[config.mk]
export PLATFORM = sky130hd
export DESIGN_NAME = bilbo_bist_controller
export DESIGN_NICKNAME = d
export VERILOG_FILES = /design/src/rtl/bilbo_bist_controller.sv
export SDC_FILE = /design/constraint.sdc
export NUM_CORES = 1
export LEC_CHECK = 0
export ABC_AREA = 1
export BUFFER_PORTS_ARGS = -buffer_cell sky130_fd_sc_hd__buf_2
export CAP_MARGIN = 5
export CELL_PAD_IN_SITES_DETAIL_PLACEMENT = 0
export CELL_PAD_IN_SITES_GLOBAL_PLACEMENT = 1
export CORE_ASPECT_RATIO = 0.8
export CORE_UTILIZATION = 44
export CTS_CLUSTER_DIAMETER = 40
export DETAILED_ROUTE_END_ITERATION = 8
export GPL_TIMING_DRIVEN = 0
export PLACE_DENSITY_LB_ADDON = 0.1
export SYNTH_ARGS = -nofsm -noshare
export SYNTH_HDL_FRONTEND = slang
export SYNTH_SLANG_ARGS = --single-unit
[constraint.sdc]
create_clock -name clk -period 3.55 [get_ports clk]
set_input_delay 0.8875 -clock clk [delete_from_list [all_inputs] [get_ports clk]]
set_output_delay 0.8875 -clock clk [all_outputs]
set_load 0.005 [all_outputs]
[src/rtl/bilbo_bist_controller.sv]
// rtl/bilbo_bist_controller.sv - BIST sequencer for the BILBO adder system
module bilbo_bist_controller #(
    parameter int         N           = 4,
    parameter logic [1:0] MODE_NORMAL = 2'b11,
    parameter logic [1:0] MODE_SHIFT  = 2'b00,
    parameter logic [1:0] MODE_TEST   = 2'b01,
    parameter logic [1:0] MODE_CLEAR  = 2'b10
) (
    input  logic             clk,
    input  logic             rst,
    input  logic             start,
    input  logic [7:0]       cycles,
    input  logic [3*N:0]     seed,
    input  logic [3*N:0]     golden,
    input  logic             host_ld_a,
    input  logic             host_ld_b,
    input  logic             host_ld_c,
    input  logic             so,
    output logic             b1,
    output logic             b2,
    output logic             ld_a,
    output logic             ld_b,
    output logic             ld_c,
    output logic             si,
    output logic             busy,
    output logic             done,
    output logic             pass,
    output logic [3*N:0]     signature
);
    localparam int         L    = 3 * N + 1;
    localparam logic [7:0] LAST = 8'(L - 1);

    typedef enum logic [2:0] {
        S_IDLE,
        S_CLEAR,
        S_SEED,
        S_RUN,
        S_UNLOAD,
        S_CHECK
    } state_t;

    state_t       state;
    logic [7:0]   cnt;
    logic [7:0]   cycles_q;
    logic [L-1:0] seed_q;
    logic [L-1:0] golden_q;
    logic [1:0]   mode;
    logic [L-1:0] sig_next;

    assign {b1, b2} = mode;
    assign ld_a     = (state == S_IDLE) & host_ld_a;
    assign ld_b     = (state == S_IDLE) & host_ld_b;
    assign ld_c     = (state == S_IDLE) & host_ld_c;
    assign sig_next = {signature[L-2:0], so};

    // cnt holds the number of edges left in the current phase minus one
    always_ff @(posedge clk or posedge rst) begin
        if (rst) begin
            state     <= S_IDLE;
            cnt       <= '0;
            cycles_q  <= '0;
            seed_q    <= '0;
            golden_q  <= '0;
            mode      <= MODE_NORMAL;
            si        <= 1'b0;
            busy      <= 1'b0;
            done      <= 1'b0;
            pass      <= 1'b0;
            signature <= '0;
        end else begin
            case (state)
                S_IDLE: begin
                    done <= 1'b0;
                    if (start) begin
                        state     <= S_CLEAR;
                        mode      <= MODE_CLEAR;
                        busy      <= 1'b1;
                        seed_q    <= seed;
                        golden_q  <= golden;
                        cycles_q  <= cycles;
                        pass      <= 1'b0;
                        signature <= '0;
                    end
                end
                S_CLEAR: begin
                    state  <= S_SEED;
                    mode   <= MODE_SHIFT;
                    si     <= seed_q[L-1];
                    seed_q <= {seed_q[L-2:0], 1'b0};
                    cnt    <= LAST;
                end
                S_SEED: begin
                    if (cnt == 8'd0) begin
                        si <= 1'b0;
                        if (cycles_q != 8'd0) begin
                            state <= S_RUN;
                            mode  <= MODE_TEST;
                            cnt   <= cycles_q - 8'd1;
                        end else begin
                            state <= S_UNLOAD;
                            mode  <= MODE_SHIFT;
                            cnt   <= LAST;
                        end
                    end else begin
                        si     <= seed_q[L-1];
                        seed_q <= {seed_q[L-2:0], 1'b0};
                        cnt    <= cnt - 8'd1;
                    end
                end
                S_RUN: begin
                    if (cnt == 8'd0) begin
                        state <= S_UNLOAD;
                        mode  <= MODE_SHIFT;
                        cnt   <= LAST;
                    end else begin
                        cnt <= cnt - 8'd1;
                    end
                end
                S_UNLOAD: begin
                    signature <= sig_next;
                    if (cnt == 8'd0) begin
                        // Pass is resolved together with the last bit so it is valid while done is high
                        state <= S_CHECK;
                        mode  <= MODE_NORMAL;
                        done  <= 1'b1;
                        pass  <= (sig_next == golden_q);
                    end else begin
                        cnt <= cnt - 8'd1;
                    end
                end
                S_CHECK: begin
                    state <= S_IDLE;
                    done  <= 1'b0;
                    busy  <= 1'b0;
                end
                default: state <= S_IDLE;
            endcase
        end
    end
endmodule
== After elaboration in Yosys (flattened, before gate mapping) ==
Cells that the tools add are included.

* Register bits: 64
* Word-level logic and storage cells: 79

* Add/subtract/negate cells: 2
* Eq/ne operators: 12
* Muxes and demuxes: 31
* Bitwise gates (word level): 3
* Reductions and logical operators: 20

{| class="wikitable"
|+ Operator list
! cell !! number
|-
| $mux W13 || 3
|-
| $pmux W13 S3 || 1
|-
| $mux W8 || 4
|-
| $pmux W8 S4 || 1
|-
| $pmux W13 S2 || 1
|-
| $sub A8 B1 Y8 const B || 2
|-
| $mux W3 || 5
|-
| $pmux W3 S5 || 1
|-
| $eq A13 B13 Y1 || 1
|-
| $ne A2 B2 Y1 const B || 6
|-
| $pmux W2 S5 || 1
|-
| $reduce_and A2 Y1 || 5
|-
| $logic_not A8 Y1 || 1
|-
| $mux W2 || 4
|-
| $pmux W1 S2 || 4
|-
| $reduce_bool A2 Y1 || 4
|-
| $reduce_bool A8 Y1 || 1
|-
| $eq A3 B2 Y1 const B || 2
|-
| $eq A3 B3 Y1 const B || 2
|-
| $mux W1 || 6
|-
| $reduce_and A3 Y1 || 2
|-
| $reduce_and A5 Y1 || 1
|-
| $reduce_bool A5 Y1 || 1
|-
| $reduce_and A4 Y1 || 1
|-
| other kinds (6) || 8
|}

== Longest topological paths before layout ==
* Depth after elaboration: 4
* Gate-level depth with buffers: 11
* Gate-level depth less buffers: 11

== Worst setup path before layout ==
Ideal clock, no wire load.

* Kind: in2out
* From: input host_ld_a
* To: output ld_a
* Data arrival time: 1.017 ns
* Setup slack: 1.645 ns
* Stages on the path: 2
* Path buffers: 0
* Path through: inv_1 -> nor2_1

* Word-level cells in the longest chain between the ends: 1

{| class="wikitable"
|+ Ends and longest elaborated chain
! item !! RTL line !! text
|-
| start, declared || 15 || <nowiki>input logic host_ld_a,</nowiki>
|-
| $and A1 B1 Y1 || 51 || <nowiki>assign ld_a = (state == S_IDLE) & host_ld_a;</nowiki>
|-
| end, declared || 21 || <nowiki>output logic ld_a,</nowiki>
|}

Every way passes these cells.

== Final worst setup path ==
* From: register state[1]
* To: output ld_b

* Word-level cells in the longest chain between the ends: 2

{| class="wikitable"
|+ Ends and longest elaborated chain
! item !! RTL line !! text
|-
| start, declared || 42 || <nowiki>state_t state;</nowiki>
|-
| start signal, assigned || 59 || <nowiki>state <= S_IDLE;</nowiki>
|-
| start signal, assigned || 75 || <nowiki>state <= S_CLEAR;</nowiki>
|-
| start signal, assigned || 86 || <nowiki>state <= S_SEED;</nowiki>
|-
| $logic_not A3 Y1 || 52 || <nowiki>assign ld_b = (state == S_IDLE) & host_ld_b;</nowiki>
|-
| $and A1 B1 Y1 || 52 ||
|-
| end, declared || 22 || <nowiki>output logic ld_b,</nowiki>
|}

Every way passes these cells.

==> reports/qor.txt <==
Mapped Cells -> 444
setup slack, reg-to-reg -> 1.69 ns
first-pass GRT wire length -> 13,400 µm
Max Buffers Root-to-Sink -> 2
Syn Area/Cell -> 7.89 µm²
status -> completed
Hold Crit Start -> cnt[0]$_DFFE_PP0P_
FF+latch count, synth -> 64
Detail Route Antenna Nets -> 0
vias per cell -> 4.83
First-pass DRT Iterations -> 4
CTS clk-pin slew, worst paths -> 0.07 ns
Total Routing Usage GR -> 21.5%
Setup Crit Path Kind -> register to primary output
area growth from synthesis to layout -> 18.4%
Setup Skew -> 0.00766 ns
initial drt markers -> 164
Max FO, Critical Path -> 7
Final Cycle Share -> 68.0%
worst hold path depth -> 2
sequential fraction of the synthesis area -> 45.8%
largest net degree at the start of global routing -> 65
layout cells sized above 1 -> 23.6%
Routability Congestion -> 0.823
Congestion Overflow GR -> 0
CTS resizes -> 0
CTS tree -> done
worst hold endpoint -> cnt[0]$_DFFE_PP0P_
hold bufs inserted after CTS -> 0
final hold violations -> 0
most frequent cells in the layout -> 135 x nand2_1, 63 x buf_2, 62 x dfrtp_1
startpoint types -> register
htree depth -> 3
WL/cell -> 12.7 µm
standard-cell rows -> 28
worst hold-check path type -> register to register
WP data required -> 2.66 ns
VDD IR max -> 0.000389 V
max cap viols -> 0
CP endpoint kind -> primary output
initial core utilization -> 46.3%
Filler Cells Inserted -> 796
antenna violations before repair -> 0
worst r2r src -> cnt[0]$_DFFE_PP0P_
P_leak -> 2.19 nW
total of warnings raised by yosys -> 0
Residual DRC -> 0
post-synthesis cell type count -> 34
postcts setup bufs -> 0
diode count -> 0
Slew headroom -> 45.1%
Final nets -> 561
worst-margin pin slew -> 0.823 ns
synthesized area -> 0.00350 mm²
Crit path arrival time -> 1.53 ns
core area -> 0.00757 mm²
Worst R2R End -> cnt[3]$_DFFE_PP0P_
Slew Limit Fails -> 0
number of global-route vias before repair -> 2,767
commonest non-fill, non-tap cell in the layout -> nand2_1
via count -> 3,030
RSZ-0062 raised after global routing -> no
pre-CTS setup slack -> 1.47 ns
total CTS buffers -> 9
IO buf count -> 62
CTS root buf -> clkbuf_8
Setup Viol. Count Final -> 0
Final WS setup -> 1.14 ns
CTS Sinks -> 64
die area -> 0.00832 mm²
worst reg2reg path depth -> 10
Die Width -> 102 µm
syn_nets -> 488
I/O Pins -> 63
HPWL after DPL -> 5850 µm
PD cells -> 849 mW/mm²
setup TNS -> 0 ns
total wire length -> 7980 µm
FMAX -> 414 MHz
final worst path period need -> 2.41 ns
Clock Latency Late Sink -> 0.35 ns
Die Y -> 81.8 µm
-- critical path, cell delays in order, from the launching register on --
cell and delay (ns):
dfrtp_1 0.47, nor2_2 0.17, inv_2 0.07, nor2_4 0.17
inv_4 0.08, nor2_1 0.09, buf_2 0.11
-- cell type report --
type                            instances  area [µm²]  share of cell area (%)
Sequential cell                        64        1600                    38.7
Multi-Input combinational cell        304        1540                    37.2
Timing Repair Buffer                   62         310                    7.49
Inverter                               64         248                    5.98
Clock buffer                           13         159                    3.83
Tap cell                              105         131                    3.17
Buffer                                 12         111                    2.69
Clock inverter                          3        40.0                   0.966
-- routing by layer --
layer	up-vias	wire length [µm]	global-route usage, %
met5	-	0	0
li1	1558	-	-
met3	11	359	5.19
met4	0	97	6.96
met1	1400	4300	31.8
met2	61	3220	30.6
-- how the worst max path moves through the flow --
| stage | slack, ns | to | startpoint |
|---|---|---|---|
| after floorplan | 1.07 | busy$_DFFE_PP0P_ | rst |
| after global placement | 0.11 | cycles_q[0]$_DFFE_PP0P_ | rst |
| after detailed placement | 1.47 | ld_c | host_ld_c |
| after CTS | 1.13 | ld_b | state[1]$_DFFE_PP0P_ |
| after global routing | 1.02 | ld_b | state[1]$_DFFE_PP0P_ |
| final | 1.14 | ld_b | state[1]$_DFFE_PP0P_ |
-- power by group --
group | total, mW | switching (mW) | internal (mW)
Sequential | 1.21 | 0.202 | 1.01
Clock | 0.644 | 0.283 | 0.361
Combinational | 1.66 | 1.03 | 0.630
Total | 3.52 | 1.52 | 2.00
-- state kept, by name, indices dropped and copies added (netlist names) --
name and cells:
seed_q 13, mode 2, golden_q 13, busy 1, si 1, cycles_q 8
done 1, pass 1, signature 13, cnt 8, state 3
-- synth_stat cells (all sizes together) --
cell type,number,area [µm²]
clkbuf,2,8.75
xnor2,6,52.6
ha,3,37.5
a21oi,9,56.3
nand3,27,165
nand3b,2,15.0
nand4,4,25.0
buf,10,103
nand2,145,604
o22ai,15,93.8
dfstp,2,52.6
nor2,37,180
nor3,3,15.0
dfrtp,62,1550
xor2,3,26.3
and2,1,6.26
o21ai,48,255
inv,64,245
o2111ai,1,8.76
-- cell families (layout without fill, tap and decap cells) --
| family | Yosys count | in the layout | share of synthesized area, % |
|---|---|---|---|
| adders and majority gates | 3 | 3 | 1.07 |
| DFF | 64 | 64 | 45.8 |
| AOI/OAI and AO/OA | 73 | 73 | 11.8 |
| buffers and inverters | 76 | 154 | 10.2 |
| and+or+nand+nor | 219 | 219 | 28.9 |
| xor gates and xnor gates | 9 | 9 | 2.25 |
-- stage by stage --
stage / area, µm² / utilization (%) / instances / hold WS (ns) / total power, mW
4_1_cts: 4150 / 54.8 / 627 / 0.485 / 3.55
6_report: 4150 / 54.8 / 627 / 0.482 / 3.52
3_3_place_gp: 3940 / 52.1 / 611 / 0.451 / 2.86
2_1_floorplan: 3500 / - / 444 / 0.449 / 2.48
3_5_place_dp: 3950 / 52.1 / 611 / 0.460 / 2.89
5_1_grt: 4150 / 54.8 / 627 / 0.499 / 3.84
No activity file was read; power rests on OpenSTA's default activity.
